===== src/rtl/hazard_ctrl.sv =====
`default_nettype none
// ============================================================================
// Module      : hazard_ctrl
// Description : Pipeline interlock and flush sequencer for the 5-stage MIPS
//               core. Detects load-use hazards and stretches them to
//               LU_BUBBLES bubbles. Redirects taken in EX flush IF/ID and
//               ID/EX. Data-memory back-pressure freezes the front of the
//               pipe. The optional stall-cycle performance counter is built
//               only when HAZARD_PERF_EN is defined. Otherwise o_StallCount
//               is tied to zero.
// Revision    : 1.0 - initial release
// ============================================================================
module hazard_ctrl #(
    parameter int LU_BUBBLES = 1,
    parameter int CNT_W      = 32
) (
    input  logic             clk,
    input  logic             nrst,
    input  logic [4:0]       i_ID_RSAddr,
    input  logic [4:0]       i_ID_RTAddr,
    input  logic             i_ID_UsesRT,
    input  logic             i_EX_MemRead,
    input  logic [4:0]       i_EX_RTAddr,
    input  logic             i_EX_Taken,
    input  logic             i_MEM_Busy,
    output logic             o_PC_Stall,
    output logic             o_IFID_Stall,
    output logic             o_IFID_Flush,
    output logic             o_IDEX_Flush,
    output logic             o_EXMEM_Stall,
    output logic [1:0]       o_State,
    output logic [CNT_W-1:0] o_StallCount
);

    localparam logic [1:0] c_ST_RUN      = 2'd0;
    localparam logic [1:0] c_ST_LU_STALL = 2'd1;
    localparam logic [1:0] c_ST_MEM_WAIT = 2'd2;
    localparam logic [2:0] c_BUB_INIT    = 3'(LU_BUBBLES - 1);

    logic [1:0] r_state;
    logic [1:0] r_saved;     // state to resume once memory stops stalling
    logic [2:0] r_bub_cnt;   // load-use bubbles still to insert

    logic [1:0] w_eff_state;
    logic       w_lu_hazard;
    logic [1:0] w_nxt_state;
    logic [1:0] w_nxt_saved;
    logic [2:0] w_nxt_cnt;
    logic       w_pc_stall;
    logic       w_ifid_stall;
    logic       w_ifid_flush;
    logic       w_idex_flush;
    logic       w_exmem_stall;

    assign w_lu_hazard = i_EX_MemRead && (i_EX_RTAddr != 5'd0) &&
                         ((i_EX_RTAddr == i_ID_RSAddr) ||
                          (i_ID_UsesRT && (i_EX_RTAddr == i_ID_RTAddr)));

    // Behaviour this cycle follows the saved state once memory releases us,
    // and the unused encoding behaves as RUN so it self-corrects next edge.
    always_comb begin
        w_eff_state = r_state;
        if (r_state == c_ST_MEM_WAIT) begin
            w_eff_state = r_saved;
        end else if (r_state != c_ST_LU_STALL) begin
            w_eff_state = c_ST_RUN;
        end
    end

    // Strobe generation and next-state selection, busy > taken > load-use.
    always_comb begin
        w_pc_stall    = 1'b0;
        w_ifid_stall  = 1'b0;
        w_ifid_flush  = 1'b0;
        w_idex_flush  = 1'b0;
        w_exmem_stall = 1'b0;
        w_nxt_state   = c_ST_RUN;
        w_nxt_saved   = r_saved;
        w_nxt_cnt     = r_bub_cnt;
        if (i_MEM_Busy) begin
            // Freeze everything upstream of MEM; bubble count is untouched.
            w_pc_stall    = 1'b1;
            w_ifid_stall  = 1'b1;
            w_exmem_stall = 1'b1;
            w_nxt_state   = c_ST_MEM_WAIT;
            w_nxt_saved   = w_eff_state;
        end else if (i_EX_Taken) begin
            w_ifid_flush = 1'b1;
            w_idex_flush = 1'b1;
            w_nxt_cnt    = 3'd0;
        end else if (w_eff_state == c_ST_LU_STALL) begin
            w_pc_stall   = 1'b1;
            w_ifid_stall = 1'b1;
            w_idex_flush = 1'b1;
            if (r_bub_cnt <= 3'd1) begin
                w_nxt_cnt = 3'd0;
            end else begin
                w_nxt_state = c_ST_LU_STALL;
                w_nxt_cnt   = r_bub_cnt - 3'd1;
            end
        end else if (w_lu_hazard) begin
            w_pc_stall   = 1'b1;
            w_ifid_stall = 1'b1;
            w_idex_flush = 1'b1;
            if (LU_BUBBLES > 1) begin
                w_nxt_state = c_ST_LU_STALL;
                w_nxt_cnt   = c_BUB_INIT;
            end
        end
    end

    // Sequencer state registers.
    always_ff @(posedge clk) begin
        if (!nrst) begin
            r_state   <= c_ST_RUN;
            r_saved   <= c_ST_RUN;
            r_bub_cnt <= 3'd0;
        end else begin
            r_state   <= w_nxt_state;
            r_saved   <= w_nxt_saved;
            r_bub_cnt <= w_nxt_cnt;
        end
    end

    // While reset is held the pipe is flushed and nothing stalls.
    assign o_PC_Stall    = nrst & w_pc_stall;
    assign o_IFID_Stall  = nrst & w_ifid_stall;
    assign o_EXMEM_Stall = nrst & w_exmem_stall;
    assign o_IFID_Flush  = ~nrst | w_ifid_flush;
    assign o_IDEX_Flush  = ~nrst | w_idex_flush;
    assign o_State       = nrst ? r_state : c_ST_RUN;

`ifdef HAZARD_PERF_EN
    logic [CNT_W-1:0] r_stall_cnt;

    // Saturating count of cycles in which the PC was held.
    always_ff @(posedge clk) begin
        if (!nrst) begin
            r_stall_cnt <= '0;
        end else if (o_PC_Stall && (r_stall_cnt != {CNT_W{1'b1}})) begin
            r_stall_cnt <= r_stall_cnt + {{(CNT_W-1){1'b0}}, 1'b1};
        end
    end

    assign o_StallCount = r_stall_cnt;
`else
    assign o_StallCount = '0;
`endif

endmodule
`default_nettype wire


===== config.mk =====
export PLATFORM = sky130hd
export DESIGN_NAME = hazard_ctrl
export DESIGN_NICKNAME = d
export VERILOG_FILES = /design/src/rtl/hazard_ctrl.sv
export SDC_FILE = /design/constraint.sdc
export NUM_CORES = 1
export LEC_CHECK = 0
export ABC_CLOCK_PERIOD_IN_PS = 2290
export BUFFER_PORTS_ARGS = -buffer_cell sky130_fd_sc_hd__clkbuf_2
export CORE_UTILIZATION = 39
export CTS_CLUSTER_DIAMETER = 50
export DETAILED_ROUTE_END_ITERATION = 10
export PLACE_DENSITY = 0.8
export RECOVER_POWER = 50
export SLEW_MARGIN = 20
export SYNTH_ARGS = -nofsm -noshare
export SYNTH_HDL_FRONTEND = slang
export SYNTH_SLANG_ARGS = --single-unit

===== constraint.sdc =====
create_clock -name clk -period 2.29 [get_ports clk]
set_clock_uncertainty 0.05 [all_clocks]
set_input_delay 0.5725 -clock clk [delete_from_list [all_inputs] [get_ports clk]]
set_output_delay 0.5725 -clock clk [all_outputs]
set_load 0.01 [all_outputs]

==> impl_metrics.csv, run 1 <==
group,metric,value,unit
grt,grt_pass1_wl,2280,um
layout,final_cells,152,
synthesis,synthAdderAreaFrac,3.29,%
clocking,cts_inserted_buffers,3,
sta,setup_ws,-76.5,ps
synthesis,synth_edf_count,0,
clocking,htreeDepth,1,
synthesis,yosysTopAreaCell,"buf_4",
synthesis,synthSimpleGateAreaFrac,15.3,%
power_and_ir_drop,peakVddDrop,0.185,mV
setup_path,cp_data_required_time,1670,ps
sta,fmax,0.423,GHz
power_and_ir_drop,power.total,359,uW
synthesis,yosys.area_share.xor_xnor,11.5,%
sta,tightest_slew,535,ps
power_and_ir_drop,power_density,394,nW/um^2
route,vias,667,
setup_path,worstSetupEndpointType,"output pin",
synthesis,synth_top_family_by_area,"buffers and inverters",
synthesis,synthCells,93,
setup_path,r2r-start,"r_state[1]",
place,gp_congestion,0.736,
floorplanning,start_util,42.6,%
synthesis,yosysWarnings,0,
clocking,clkSlewWorstSetupHoldPaths,50,ps
route,wl,1520,um
status,outcome,"complete, but fails checks",
synthesis,netlist_area,759,sq um
grt,gr-total-overflow,0,
floorplanning,rows,15,
synthesis,synth_area_leaders,"buf_4, dfxtp_1, xor2_1",
route,routedWlPerCell,9.99,um
floorplanning,ioPinCount,60,
hold_path,hold_path_class,"reg2reg",
grt,grt_pass1_vias,551,
hold_path,min-delay-start,"r_bub_cnt[1]",
layout,drive_above_1_share,34.6,%
place,preCtsSetupSlack,-78.2,ps
grt,grt_max_degree,12,
route,first_pass_iters,4,
clocking,cts_buffer_depth,2,
sta,hold_ws,421,ps
clocking,insertion_delay,250,ps
layout,utilization,51.2,%
layout,area_growth,20.1,%
place,io_buffers,27,
synthesis,synth_seq_cells,7,
job,maxCapViolCount,0,
hold_path,whs_path_depth,2,
setup_path,reg2reg_slack,840,ps
synthesis,synth-main-ff-cell,"dfxtp_1",
floorplanning,core_area,1780,sq um
route,ant_nets,0,
power_and_ir_drop,p_leak,0.473,nW
clocking,cts.sinks,7,
synthesis,synth_compound_area_share,14.8,%
setup_path,worstReg2RegEnd,"r_bub_cnt[2]",
synthesis,yosys-top-cells-count,"buf_4, xor2_1, dfxtp_1",
place,hpwlAfterDp,1150,um
status,violations,"setup timing",
layout,nets,151,
synthesis,synth.distinct_cells,33,
route,drc,0,
setup_path,worstRegToRegCells,4,
place,place_inst,148,
floorplanning,die_h,46.1,um
synthesis,muxShareOfSynthArea,0,%
clocking,cts_tree,"yes",
synthesis,yosysMostFrequentCell,"buf_4",
synthesis,netlist.area_leader.share,32.6,%
synthesis,avgSynthCellArea,8.17,sq um
sta,max_slew_margin,63.9,%
sta,hold_viol_final,0,
sta,rsz0062_at_grt,"true",
hold_path,whs_endpoint,"r_bub_cnt[1]",
setup_path,cp_max_fo,3,
setup_path,critPathLaunchType,"input port",
floorplanning,dieArea,2130,sq um
grt,grt_usage,15.6,%
route,viasPerCell,4.39,
sta,post-route-period-util,103,%
sta,period_needed,2370,ps
clocking,root_buffer,"clkbuf_4",
grt,antenna_found_initial,0,
synthesis,yosysSeqAreaShare,18.5,%
floorplanning,die_x,46.1,um
clocking,post-cts-setup-buffer-count,0,
setup_path,path_class,"in2out",
setup_path,crit_arrival,1740,ps
sta,setup_viol,3,
synthesis,ys_async_sr_fraction,0,%
sta,finalMaxSlewViolations,0,
route,drtIter0Drc,19,
layout,antenna_cells,0,
[stage by stage]
| stage | setup TNS (ps) | instance area (sq um) |
|---|---|---|
| global route | -355 | 912 |
| finish | -224 | 912 |
| CTS | -54.4 | 885 |
| floorplan | 0 | 876 |
| global placement | -195 | 836 |
| detailed placement | -212 | 836 |
[registers in the layout (all words and copies together), names as in the netlist]
| name | count |
|---|---|
| r_bub_cnt | 3 |
| r_state | 2 |
| r_saved | 2 |
[cell type report]
cell class                      count  area, sq um
Sequential cell                     7          140
Clock buffer                        4         26.3
Fill cell                         169          871
Tap cell                           25         31.3
Multi-Input combinational cell     77          490
Inverter                            6         22.5
Timing Repair Buffer               33          201
[what timing repair did]
action                                  in CTS  in global routing
endpoints found under the setup margin       3                  3
gates resized for setup                      5                 10
hold buffers                                 0                  0
pin swaps                                    6                  0
[worst max-delay path by stage]
stage | start | endpoint | depth (start not counted)
final | i_EX_RTAddr[1] | o_PC_Stall | 6
after global routing | i_EX_RTAddr[0] | o_IDEX_Flush | 6
after CTS | i_ID_RTAddr[0] | o_IDEX_Flush | 6
after detailed placement | i_EX_RTAddr[1] | o_PC_Stall | 6
after global placement | i_EX_RTAddr[1] | o_PC_Stall | 6
after floorplan | i_EX_RTAddr[1] | o_PC_Stall | 5
[critical path, cell delays in order]
cell and delay (ps):
clkbuf_2 120, or4_4 550, o21ai_2 150, or2_4 140, o22ai_4 50, buf_2 160
[power breakdown]
group / internal [mW] / leakage [nW] / switching [mW]
combinational: 0.0481 / 0.401 / 0.0685
clock: 0.0667 / 0.0150 / 0.0486
sequential: 0.125 / 0.0568 / 0.00239
total: 0.240 / 0.473 / 0.119
[kinds of logic after synthesis]
group,count (synthesis)
buffers and inverters,40
and+or+nand+nor,19
xor gates and xnor gates,10
DFF,7
other,1
adders and majority gates,2
AOI/OAI and AO/OA,14
[routing by layer]
layer  part of all wire [%]  track usage (%)
met2                     54             28.2
met5                      0                0
met3                    8.6             4.71
met4                    3.6             7.06
met1                     34             16.3
[cells in the final DEF, fill, tap and decap left out, drive strengths merged, types with 3 or more instances in the layout]
master | netlist | layout
clkbuf | 1 | 27
xor2 | 9 | 9
o31ai | 3 | 3
o21ai | 4 | 4
inv | 6 | 6
buf | 33 | 10
and2 | 4 | 4
dfxtp | 7 | 7
conb | 1 | 32
Note: power is estimated with default switching activity, not from simulation.
==> inputs of run 2 (changes only) <==
- ABC_AREA: unset -> 1
- ABC_CLOCK_PERIOD_IN_PS: 2290 -> 2300
- CORE_UTILIZATION: 39 -> 41
- clock period: 2.29 -> 2.3 ns (I/O delays scaled with it)
==> run 2 against run 1 <==
Net effect: largest cell class unchanged; non-clock buffer count decreased by 6; sequential share of layout area decreased by 0.27 points; combinational power decreased by 19%; the flow now finishes without violations; die area increased by 8.7%; highest routed layer unchanged; setup slack improved by 270 ps; flip-flop and latch count unchanged; total power decreased by 6.2%; first-iteration DRC count decreased by 53%; critical path type unchanged; register-to-register slack improved by 150 ps; via count increased by 18%; clock power increased by 3%; critical path depth increased by 4.
==> impl_metrics.csv, run 2 <==
group,metric,value,unit
layout,reg_top3,"r_bub_cnt: 3 flops, r_saved: 2 flops, r_state: 2 flops",
sta,setup_tns,0,ps
setup_path,cp_max_fo,3,
grt,grt_pass1_vias,559,
power_and_ir_drop,share_seq_of_total_power,36.7,%
synthesis,synth_edf_count,0,
layout,antenna_cells,0,
clocking,cts_tree,"yes",
layout,largest-register,"r_bub_cnt",
setup_path,slowest_stage,"a21oi_1",
clocking,cts_buffer_depth,2,
clocking,ctsHoldBuffers,0,
synthesis,yosysMostFrequentCell,"nand2_1",
synthesis,yosys-top-cells-count,"nand2_1, buf_4, inv_1",
synthesis,avgSynthCellArea,5.81,sq um
layout,nets,202,
grt,grt_pass1_wl,2150,um
setup_path,cp_top_family,"simple AND/OR/NAND/NOR gates",
layout,area_growth,6.61,%
clocking,insertion_delay,260,ps
synthesis,yosysWarnings,0,
setup_path,path_class,"in2out",
grt,antenna_found_initial,0,
layout,mostFrequentLayoutCell,"nand2_1",
floorplanning,ioPinCount,60,
floorplanning,rows,16,
layout,largest_reg_flops,3,
route,drtIter0Drc,9,
power_and_ir_drop,p_leak,0.602,nW
power_and_ir_drop,switching_share,35.0,%
power_and_ir_drop,peakVddDrop,0.167,mV
setup_path,critical_path_depth,10,
synthesis,ys_async_sr_fraction,0,%
job,maxCapViolCount,0,
sta,hold_ws,385,ps
setup_path,crit_arrival,1490,ps
setup_path,path_buf_inv,3,
layout,final_cells,205,
sta,rsz0062_at_grt,"false",
hold_path,min-delay-start,"r_saved[1]",
layout,fin_area,928,sq um
route,drc,0,
hold_path,hold_path_class,"reg2reg",
clocking,cts_resized,0,
place,gp_congestion,0.776,
sta,setup_viol,0,
route,wl,1430,um
grt,grt_max_degree,10,
synthesis,synthCells,150,
setup_path,worstReg2RegEnd,"r_bub_cnt[1]",
floorplanning,dieArea,2310,sq um
setup_path,cp_data_required_time,1670,ps
synthesis,synth-main-ff-cell,"dfxtp_1",
clocking,root_buffer,"clkbuf_4",
layout,drive_above_1_share,19.1,%
hold_path,whs_endpoint,"r_saved[1]",
setup_path,crit_path_cell_trace,"clkbuf_2 -> inv_1 -> nand2_1 -> nand2_1 -> nor2_1 -> nand3_1 -> nand2_1 -> nand2_1 -> a21oi_1 -> clkbuf_2",
layout,layout_common_cells,"nand2_1, conb_1, clkbuf_2",
floorplanning,die_x,48.1,um
layout,utilization,46.8,%
setup_path,worstRegToRegCells,7,
sta,fmax,0.474,GHz
grt,gr-total-overflow,0,
route,viasPerCell,3.82,
sta,post-route-period-util,91.8,%
sta,finalMaxSlewViolations,0,
setup_path,critPathLaunchType,"input port",
setup_path,worstSetupEndpointType,"output pin",
synthesis,yosysTopAreaCell,"buf_4",
floorplanning,die_h,48.1,um
power_and_ir_drop,power_density,363,nW/um^2
synthesis,synth.distinct_cells,19,
clocking,clkSlewWorstSetupHoldPaths,50,ps
hold_path,whs_path_depth,2,
floorplanning,core_area,1980,sq um
setup_path,reg2reg_slack,990,ps
clocking,post-cts-setup-buffer-count,0,
place,io_buffers,27,
place,hpwlAfterDp,1210,um
place,preCtsSetupSlack,189,ps
power_and_ir_drop,switchingPower,118,uW
grt,grt_usage,13.2,%
power_and_ir_drop,combPwrFrac,28.0,%
setup_path,r2r-start,"r_bub_cnt[1]",
route,ant_nets,0,
floorplanning,start_util,43.9,%
place,place_inst,201,
setup_path,slowest_delay,160,ps
status,outcome,"complete, no violations",
layout,num-fill-cells,225,
clocking,cts.sinks,7,
synthesis,synth_area_leaders,"buf_4, nand2_1, dfxtp_1",
setup_path,crit_path_frequent_cell,"nand2_1",
sta,period_needed,2110,ps
synthesis,netlist_area,871,sq um
sta,setup_ws,189,ps
synthesis,netlist.area_leader.share,28.4,%
route,first_pass_iters,3,
power_and_ir_drop,p_clk_share,35.3,%
sta,hold_viol_final,0,
place,postPlaceCellArea,903,sq um
power_and_ir_drop,power.total,337,uW
route,routedWlPerCell,6.95,um
route,vias,784,
synthesis,synth_seq_cells,7,
clocking,cts_inserted_buffers,3,
clocking,htreeDepth,1,
synthesis,yosysSeqAreaShare,16.1,%
power_and_ir_drop,p_int,219,uW
-- run 2: worst max path at each step --
stage	to	from
2_1_floorplan	o_PC_Stall	i_EX_RTAddr[1]
5_1_grt	o_PC_Stall	i_EX_RTAddr[0]
3_3_place_gp	o_PC_Stall	i_EX_RTAddr[2]
3_5_place_dp	o_IFID_Stall	i_EX_RTAddr[0]
6_report	o_IFID_Stall	i_EX_RTAddr[0]
4_1_cts	o_IFID_Stall	i_EX_RTAddr[0]
-- run 2: power groups by stage --
| stage | clock, mW | combinational [mW] | sequential (mW) |
|---|---|---|---|
| after floorplan | 0 | 0.103 | 0.126 |
| after global placement | 0 | 0.0933 | 0.126 |
| after detailed placement | 0 | 0.0937 | 0.126 |
| after CTS | 0.126 | 0.0941 | 0.124 |
| after global routing | 0.132 | 0.111 | 0.124 |
| final | 0.119 | 0.0943 | 0.124 |
-- run 2: layout make-up --
| type | instances | area [sq um] | share of cell area, % |
|---|---|---|---|
| Clock buffer | 4 | 26.3 | 2.83 |
| Inverter | 26 | 97.6 | 10.5 |
| Tap cell | 27 | 33.8 | 3.64 |
| Sequential cell | 7 | 140 | 15.1 |
| Timing Repair Buffer | 27 | 134 | 14.4 |
| Multi-Input combinational cell | 114 | 497 | 53.5 |
-- run 2: metal layers --
layer  vias to the layer above  wire length (um)  global-route usage [%]
met3                         2               113                    4.53
met5                         -                 0                       0
met4                         0                11                    3.89
met2                        39               630                    20.8
met1                       307               669                    16.9
li1                        436                 -                       -
-- run 2: cell families (layout without fill, tap and decap cells) --
family                     count (synthesis)  after routing  synth area share [%]
DFF                                        7              7                  16.1
AOI/OAI and AO/OA                          7              7                  4.45
and+or+nand+nor                           71             71                  33.9
buffers and inverters                     60             57                  40.2
other                                      1             32                 0.431
xor gates and xnor gates                   2              2                  2.01
adders and majority gates                  2              2                  2.87
-- run 2: worst min-delay path, stage by stage (launching register included) --
cell and delay (ps):
dfxtp_1 310, nand2_1 50, a21oi_1 30
